$ cat src/rtl/vram_arbiter_pkg.sv
// Shared grant codes, clear-FSM state encoding and frame geometry for the
// LED frame-RAM arbiter.
package vram_arbiter_pkg;

  typedef enum logic [1:0] {
    GNT_NONE = 2'd0,
    GNT_SCAN = 2'd1,
    GNT_PEN  = 2'd2,
    GNT_CLR  = 2'd3
  } gnt_e;

  typedef enum logic [1:0] {
    CLR_IDLE = 2'd0,
    CLR_RUN  = 2'd1,
    CLR_DONE = 2'd2
  } clr_state_e;

  localparam int VRAM_CELLS = 64;

endpackage

$ cat src/rtl/vram_pen_fifo.sv
// Two-entry synchronous FIFO buffering pen writes ({row, col, data}) while
// the RAM port is busy with scan reads or a frame clear.
module vram_pen_fifo #(
  parameter int W = 10
) (
  input  logic         clk,
  input  logic         rst,
  input  logic         in_valid,
  output logic         in_ready,
  input  logic [W-1:0] in_data,
  output logic         out_valid,
  input  logic         out_pop,
  output logic [W-1:0] out_data
);

  logic [W-1:0] mem_q [2];
  logic [W-1:0] mem_d [2];
  logic         wr_ptr_q, wr_ptr_d;
  logic         rd_ptr_q, rd_ptr_d;
  logic [1:0]   count_q, count_d;
  logic         push, pop;

  always_comb begin
    in_ready  = (count_q != 2'd2);
    out_valid = (count_q != 2'd0);
    out_data  = mem_q[rd_ptr_q];
    push      = in_valid && in_ready;
    pop       = out_pop && out_valid;
    wr_ptr_d  = wr_ptr_q ^ push;
    rd_ptr_d  = rd_ptr_q ^ pop;
    count_d   = count_q + {1'b0, push} - {1'b0, pop};
    mem_d     = mem_q;
    if (push) begin
      mem_d[wr_ptr_q] = in_data;
    end
  end

  always_ff @(posedge clk) begin
    if (rst) begin
      wr_ptr_q <= 1'b0;
      rd_ptr_q <= 1'b0;
      count_q  <= 2'd0;
    end else begin
      wr_ptr_q <= wr_ptr_d;
      rd_ptr_q <= rd_ptr_d;
      count_q  <= count_d;
    end
  end

  // Payload storage carries no reset; occupancy alone decides validity.
  always_ff @(posedge clk) begin
    mem_q <= mem_d;
  end

endmodule

$ cat src/rtl/vram_arbiter.sv
// Frame-RAM port arbiter (scan > clear > pen) with atomic 64-cell clear engine.
// Define VRAM_ARB_PEN_FIFO_EN to buffer pen writes in a 2-entry FIFO.
module vram_arbiter
  import vram_arbiter_pkg::*;
#(
  parameter int                ROWS     = 8,
  parameter int                COLS     = 8,
  parameter int                DATA_W   = 4,
  parameter logic [DATA_W-1:0] CLR_DATA = '0,
  localparam int               RW       = $clog2(ROWS),
  localparam int               CW       = $clog2(COLS)
) (
  input  logic              clk,
  input  logic              rst,
  input  logic              scan_req,
  input  logic [RW-1:0]     scan_row,
  input  logic [CW-1:0]     scan_col,
  output logic              scan_rvalid,
  output logic [DATA_W-1:0] scan_rdata,
  input  logic              pen_valid,
  output logic              pen_ready,
  input  logic [RW-1:0]     pen_row,
  input  logic [CW-1:0]     pen_col,
  input  logic [DATA_W-1:0] pen_data,
  input  logic              clr_start,
  output logic              clr_busy,
  output logic              clr_done,
  output logic              ram_we,
  output logic              ram_re,
  output logic [RW-1:0]     ram_row,
  output logic [CW-1:0]     ram_col,
  output logic [DATA_W-1:0] ram_wdata,
  input  logic [DATA_W-1:0] ram_rdata,
  output logic [1:0]        gnt
);

  localparam int               CNT_W    = RW + CW;
  localparam int               PW       = RW + CW + DATA_W;
  localparam logic [CNT_W-1:0] CNT_LAST = CNT_W'(ROWS * COLS - 1);

  clr_state_e        state_q, state_d;
  logic [CNT_W-1:0]  cnt_q, cnt_d;
  logic              scan_rvalid_q, scan_rvalid_d;
  logic              clr_gnt;
  logic              pen_issue;
  logic [RW-1:0]     pen_w_row;
  logic [CW-1:0]     pen_w_col;
  logic [DATA_W-1:0] pen_w_data;
  gnt_e              gnt_sel;

  always_ff @(posedge clk) begin
    if (rst) begin
      state_q       <= CLR_IDLE;
      cnt_q         <= '0;
      scan_rvalid_q <= 1'b0;
    end else begin
      state_q       <= state_d;
      cnt_q         <= cnt_d;
      scan_rvalid_q <= scan_rvalid_d;
    end
  end

  // Counter only moves on cycles the clear actually owns the port.
  always_comb begin
    state_d       = state_q;
    cnt_d         = cnt_q;
    scan_rvalid_d = scan_req;
    case (state_q)
      CLR_IDLE: begin
        if (clr_start) begin
          state_d = CLR_RUN;
          cnt_d   = '0;
        end
      end
      CLR_RUN: begin
        if (clr_gnt) begin
          if (cnt_q == CNT_LAST) begin
            state_d = CLR_DONE;
          end else begin
            cnt_d = cnt_q + CNT_W'(1);
          end
        end
      end
      CLR_DONE: state_d = CLR_IDLE;
      default:  state_d = CLR_IDLE;
    endcase
  end

  always_comb begin
    clr_busy = (state_q != CLR_IDLE);
    clr_done = (state_q == CLR_DONE);
    clr_gnt  = (state_q == CLR_RUN) && !scan_req;
  end

`ifdef VRAM_ARB_PEN_FIFO_EN
  logic          fifo_ready;
  logic          fifo_valid;
  logic [PW-1:0] fifo_head;

  vram_pen_fifo #(
    .W(PW)
  ) u_pen_fifo (
    .clk       (clk),
    .rst       (rst),
    .in_valid  (pen_valid),
    .in_ready  (fifo_ready),
    .in_data   ({pen_row, pen_col, pen_data}),
    .out_valid (fifo_valid),
    .out_pop   (pen_issue),
    .out_data  (fifo_head)
  );

  assign pen_ready = !rst && fifo_ready;
  assign pen_issue = fifo_valid && !scan_req && !clr_busy;
  assign {pen_w_row, pen_w_col, pen_w_data} = fifo_head;
`else
  // Without buffering a pen write is only accepted when it can go out now.
  assign pen_ready = !rst && !scan_req && !clr_busy && !clr_start;
  assign pen_issue = pen_valid && pen_ready;
  assign {pen_w_row, pen_w_col, pen_w_data} = {pen_row, pen_col, pen_data};
`endif

  always_comb begin
    gnt_sel = GNT_NONE;
    if (scan_req) begin
      gnt_sel = GNT_SCAN;
    end else if (clr_gnt) begin
      gnt_sel = GNT_CLR;
    end else if (pen_issue) begin
      gnt_sel = GNT_PEN;
    end
  end

  always_comb begin
    ram_we    = 1'b0;
    ram_re    = 1'b0;
    ram_row   = '0;
    ram_col   = '0;
    ram_wdata = '0;
    case (gnt_sel)
      GNT_SCAN: begin
        ram_re  = 1'b1;
        ram_row = scan_row;
        ram_col = scan_col;
      end
      GNT_CLR: begin
        ram_we    = 1'b1;
        ram_row   = cnt_q[CNT_W-1:CW];
        ram_col   = cnt_q[CW-1:0];
        ram_wdata = CLR_DATA;
      end
      GNT_PEN: begin
        ram_we    = 1'b1;
        ram_row   = pen_w_row;
        ram_col   = pen_w_col;
        ram_wdata = pen_w_data;
      end
      default: ;
    endcase
  end

  assign gnt         = gnt_sel;
  assign scan_rvalid = scan_rvalid_q;
  assign scan_rdata  = ram_rdata;

endmodule

$ cat config.mk
export PLATFORM = sky130hd
export DESIGN_NAME = vram_arbiter
export DESIGN_NICKNAME = d
export VERILOG_FILES = /design/src/rtl/vram_arbiter_pkg.sv /design/src/rtl/vram_pen_fifo.sv /design/src/rtl/vram_arbiter.sv
export SDC_FILE = /design/constraint.sdc
export NUM_CORES = 1
export LEC_CHECK = 0
export CORE_MARGIN = 2
export CORE_UTILIZATION = 36
export CTS_BUF_LIST = sky130_fd_sc_hd__clkbuf_8
export DETAILED_ROUTE_END_ITERATION = 7
export PLACE_DENSITY = 0.81
export SETUP_SLACK_MARGIN = 0.2
export SKIP_LAST_GASP = 1
export SYNTH_ARGS = -nofsm -noshare
export SYNTH_HDL_FRONTEND = slang
export SYNTH_SLANG_ARGS = --single-unit
$ cat constraint.sdc
create_clock -name clk -period 1.8 [get_ports clk]
set_input_delay 0.45 -clock clk [delete_from_list [all_inputs] [get_ports clk]]
set_output_delay 0.45 -clock clk [all_outputs]
set_load 0.02 [all_outputs]
Word-level counts from Yosys, hierarchy flattened:

Cells that the tools add are included.

* register bits: 9
* bits in latches: 0
* RAM bits: 0
* bits in read-only memories: 0
* input port bits: 25
* output and inout port bits: 22
* memories: 0

* add/sub/neg operators: 1
* multiply operators: 0
* divide/modulo/power cells: 0
* $lt $le $gt $ge: 0
* equality and inequality tests: 10
* shifts and indexed selects: 0
* mux-type cells: 16
* bitwise operators: 0
* reduce and logical (&&, ||, !) cells: 15

Operators by type and width (count)
* 6-bit 2-to-1 mux: 3
* 3-bit one-hot mux with 3 select lines: 2
* 2-bit 2-to-1 mux: 6
* 6-bit one-hot mux with 2 select lines: 1
* 2-bit != test (second input constant): 4
* 6-bit by 1-bit adder with 6-bit output (second input constant): 1
* 2-bit equality test (second input constant): 3
* 6-bit equality test (second input constant): 1
* 1-bit logical AND: 5
* 2-bit by 1-bit equality test with 1-bit output (second input constant): 2
* 1-bit logical NOT: 4
* 4-bit 2-to-1 mux: 1
* 2-bit one-hot mux with 2 select lines: 1
* 4-bit AND reduction: 1
* 2-bit nonzero test: 2
* 3-bit AND reduction: 1
* 2-bit logical NOT: 1
* 1-bit 2-to-1 mux: 2
* 2-bit OR reduction: 1

Longest topological paths before layout:

Gate-level depths: netlist (run 1).

* depth in word-level cells: 11
* mapped depth: 6
* gate-level depth less buffers: 5

Least setup slack after synthesis (run 1):

Ideal clock, no wire load.

* path kind: input to output
* start: input rst
* end: output ram_col[0]
* arrival: 1.611 ns
* setup slack: -0.261 ns
* cell stages on the path: 5
* path through: buf_2 nor4_4 and2_1 buf_2 a221o_1

* cells in the longest elaborated chain, start to end: 10
* elaborated cells between the ends (all ways): 12
* those cells by class: eq/ne: 3; mux: 4; reduce/logical: 5

Ends and longest elaborated chain
* start: declaration: line vram_arbiter.sv:14 `input logic rst,`
* 1-bit logical NOT *: line vram_arbiter.sv:118 `assign pen_ready = !rst && !scan_req && !clr_busy && !clr_start;`
* 1-bit logical AND * (3 in series): line vram_arbiter.sv:118
* via pen_ready: line vram_arbiter.sv:21 `output logic pen_ready,`
* 1-bit logical AND *: line vram_arbiter.sv:119 `assign pen_issue = pen_valid && pen_ready;`
* 2-bit 2-to-1 mux *: line vram_arbiter.sv:129 `end else if (pen_issue) begin`
* 2-bit 2-to-1 mux *: line vram_arbiter.sv:127 `end else if (clr_gnt) begin`
* 2-bit 2-to-1 mux *: line vram_arbiter.sv:125 `if (scan_req) begin`
* 2-bit equality test or 2-bit by 1-bit equality test with 1-bit output (tied branches): line vram_arbiter.sv:140 `case (gnt_sel)`
* 3-bit one-hot mux with 3 select lines *: line vram_arbiter.sv:140
* end: declaration: line vram_arbiter.sv:31 `output logic [CW-1:0] ram_col,`

Mark *: on every way through the listed nets, which the timed path passes. The rest lies on a longest branch.

Final worst setup path (run 1):

* start: register state_q[0]
* end: output ram_col[1]

* cells in the longest elaborated chain, start to end: 10
* elaborated cells between the ends (all ways): 14
* those cells by class: eq/ne: 4; mux: 4; reduce/logical: 6

Ends and longest elaborated chain
* start: declaration: line vram_arbiter.sv:41 `clr_state_e state_q, state_d;`
* start signal: assignment: line vram_arbiter.sv:57 `state_q <= state_d;`
* 2-bit nonzero test: line vram_arbiter.sv:90 `clr_busy = (state_q != CLR_IDLE);`
* 1-bit logical NOT: line vram_arbiter.sv:118
* 1-bit logical AND (2 in series): line vram_arbiter.sv:118
* 1-bit logical AND: line vram_arbiter.sv:119
* 2-bit 2-to-1 mux: line vram_arbiter.sv:129
* 2-bit 2-to-1 mux *: line vram_arbiter.sv:127
* 2-bit 2-to-1 mux *: line vram_arbiter.sv:125
* 2-bit equality test or 2-bit by 1-bit equality test with 1-bit output (tied branches): line vram_arbiter.sv:140
* 3-bit one-hot mux with 3 select lines *: line vram_arbiter.sv:140

Mark *: on every way between the ends. The rest lies on a longest branch, timed or not.

==> flow_metrics.tcl, run 1 <==
set metrics [dict create \
    ys_seq_area_share_pct 25.9 \
    critPathCaptureType "output pin" \
    ir_drop_mv 0.432 \
    async_flop_share_pct 0 \
    initial_core_util_pct 39.4 \
    die_h_um 48.0 \
    ant_nets 0 \
    worst_pin_slew_ps 237 \
    wl_per_cell_um 14.1 \
    violations "negative setup slack" \
    hpwl_mm 1.68 \
    setup_slack_ps -43.6 \
    coreArea_um2 1760 \
    seq_area_um2 185 \
    drt_wl_total_mm 2.21 \
    synth_top_family_by_area "simple AND/OR/NAND/NOR gates" \
    nets 159 \
    arrival_ps 1390 \
    cts_tree "yes" \
    setup_violations 12 \
    clock_sinks 9 \
    synth_compound_area_share_pct 28.8 \
    hold_ws_ps 551 \
    post_drt_via_cell_ratio 4.99 \
    synth_xor_area_share_pct 0 \
    area_growth_syn_to_layout_pct 78.2 \
    drt_iter0_markers 16 \
    post-route-util_pct 70.3 \
    fill_cells 133 \
    antenna_found_initial 0 \
    fin_crit_ps 1840 \
    hold_path_class "flop to flop" \
    dieArea_um2 2300 \
    grt_setup_unrepaired "true" \
    synthSimpleGateAreaFrac_pct 30.8 \
    status "complete, but fails checks" \
    path_max_fanout 8 \
    cp-start-kind "flop" \
    clk_latency_ps 240 \
    max_slew_margin_pct 84.2 \
    htree_levels 1 \
    drt-pass1-iter-count 4 \
    drcViolationCount 0 \
    fin_crit_sh_pct 102 \
    muxShareOfSynthArea_pct 1.44 \
    ys_ff_latch 9 \
    vias 783 \
    chipWidth_um 48.0 \
    antenna_cells 0 \
    drv_slew 0 \
    synthAdderAreaFrac_pct 1.80 \
    cp.required_ps 1350 \
    clk_path_buf_depth 2 \
    clock_skew_ps 3.55 \
    multi_input_area_um2 462 \
    synth_cell_type_count 35 \
    grt_first_pass_wirelength_mm 3.14 \
    dpl.cell_count 150 \
    synth_ff_type "dfxtp_1" \
    cts_root_buf "clkbuf_8" \
    grt_usage_pct 20.1 \
    hold_viol 0 \
    synth_edf_count 0 \
    grt_pass1_vias 739 \
    cts_made_buffers 3 \
    grt_max_degree 11 \
    drive_above_1_share_pct 46.2 \
    ios 47 \
    synth_nets 107 \
    avgSynthCellArea_um2 8.59 \
    syn_inst 81 \
    cellPowerDensity_nw_per_um2 518 \
    yosysWarnings 0 \
    critical_path_class "flop to output pin" \
    power.leakage_nw 0.590 \
    port_buffers 38 \
    fin_cells 157 \
    row_count 15 \
    gp_congestion 0.866 \
    drv_cap 0 \
    max_freq_mhz 542 \
    grt-ovfl-total 0 \
    syn-cell-area_um2 696 \
    path_clk_slew_ps 40 \
]
-- power breakdown --
group,total (mW),switching [mW],leakage (nW),internal [mW]
logic,0.205,0.0886,0.489,0.116
clock network,0.230,0.0812,0.0269,0.149
registers,0.208,0.00384,0.0742,0.204
-- per-stage QoR --
step / TNS, ps / setup slack, ps / power (mW) / cell area [µm²]
3_5_place_dp: -13230 / -943 / 0.411 / 1180
5_1_grt: -1190 / -123 / 0.671 / 1240
3_3_place_gp: -12710 / -917 / 0.408 / 1180
2_1_floorplan: -1690 / -250 / 0.316 / 722
4_1_cts: -551 / -63.8 / 0.640 / 1190
6_report: -220 / -43.6 / 0.642 / 1240
-- metal layers --
metal	wire [µm]	vias to the layer above	track usage, %
met5	0	-	0
met4	36	0	11.4
met3	299	5	7.17
met2	1000	47	34.4
met1	875	334	21.3
li1	-	397	-
-- logic make-up (layout without fill, tap and decap cells) --
logic type      after synthesis  after routing
flops                         9              9
compound gates               24             24
simple gates                 31             31
buf+inv                      15             66
mux                           1              1
fa+ha+maj                     1              1
-- cell usage after synthesis, drive strengths merged (2+ instances only) --
| cell type | number | area (µm²) |
|---|---|---|
| o21ai | 2 | 10.0 |
| a22o | 5 | 52.6 |
| a21oi | 3 | 15.0 |
| inv | 5 | 18.8 |
| and3 | 6 | 42.5 |
| nand2b | 6 | 37.5 |
| a221o | 2 | 20.0 |
| nor2 | 7 | 31.3 |
| dfxtp | 9 | 180 |
| buf | 8 | 52.6 |
| clkbuf | 2 | 7.51 |
| a21o | 4 | 30.0 |
| nand4 | 2 | 12.5 |
| nand3 | 2 | 22.5 |
| a311oi | 3 | 26.3 |
| nor2b | 2 | 12.5 |
-- path summary, 6_finish.rpt --
path	from	endpoint	slack [ps]	cells after the start
setup reg to reg	cnt_q[1]	cnt_q[2]	320	5
hold / removal	cnt_q[0]	cnt_q[0]	550	2
hold reg to reg	cnt_q[0]	cnt_q[0]	550	2
setup / recovery	state_q[0]	ram_col[1]	-40	6
-- area by class of cell --
type | count | share of cell area, %
clock inverters | 1 | 0.303
clock buffers | 3 | 3.33
multi-input cells | 57 | 37.2
repair buffers | 57 | 40.2
flip-flops and latches | 9 | 14.9
well taps | 25 | 2.52
inverters | 5 | 1.51
-- cells in the final DEF, fill, tap and decap left out, drive strengths merged, types with 3 or more instances in the layout --
cell type | Yosys | layout
nand2b | 6 | 6
a311oi | 3 | 3
nor2 | 7 | 7
a21oi | 3 | 3
buf | 8 | 37
and3 | 6 | 6
a22o | 5 | 5
dfxtp | 9 | 9
inv | 5 | 6
clkdlybuf4s50 | 0 | 16
clkbuf | 2 | 5
a21o | 4 | 4
-- state kept, by name (all words and copies together), names as in the netlist --
register and flops:
cnt_q 6, state_q 2, scan_rvalid 1
-- worst max-delay path: stages (launching register included) --
cell	delay (ps)
dfxtp_4	350
nor2_4	110
inv_2	60
nor4_4	140
and2_4	220
a221o_1	160
buf_6	120
-- what timing repair did --
| item | in CTS | in global routing |
|---|---|---|
| pin swaps | 3 | 3 |
| resized for setup | 95 | 17 |
| buffers inserted | 1 | 2 |
| hold buffers | 0 | 0 |
| setup endpoints to repair | 21 | 17 |
Power figures use the tool's default switching activity.
==> inputs of run 2 (changes only) <==
CAP_MARGIN = 40   (was unset)
==> results of run 2 <==
The final DEF is identical to that of run 1; final timing and power are the same.
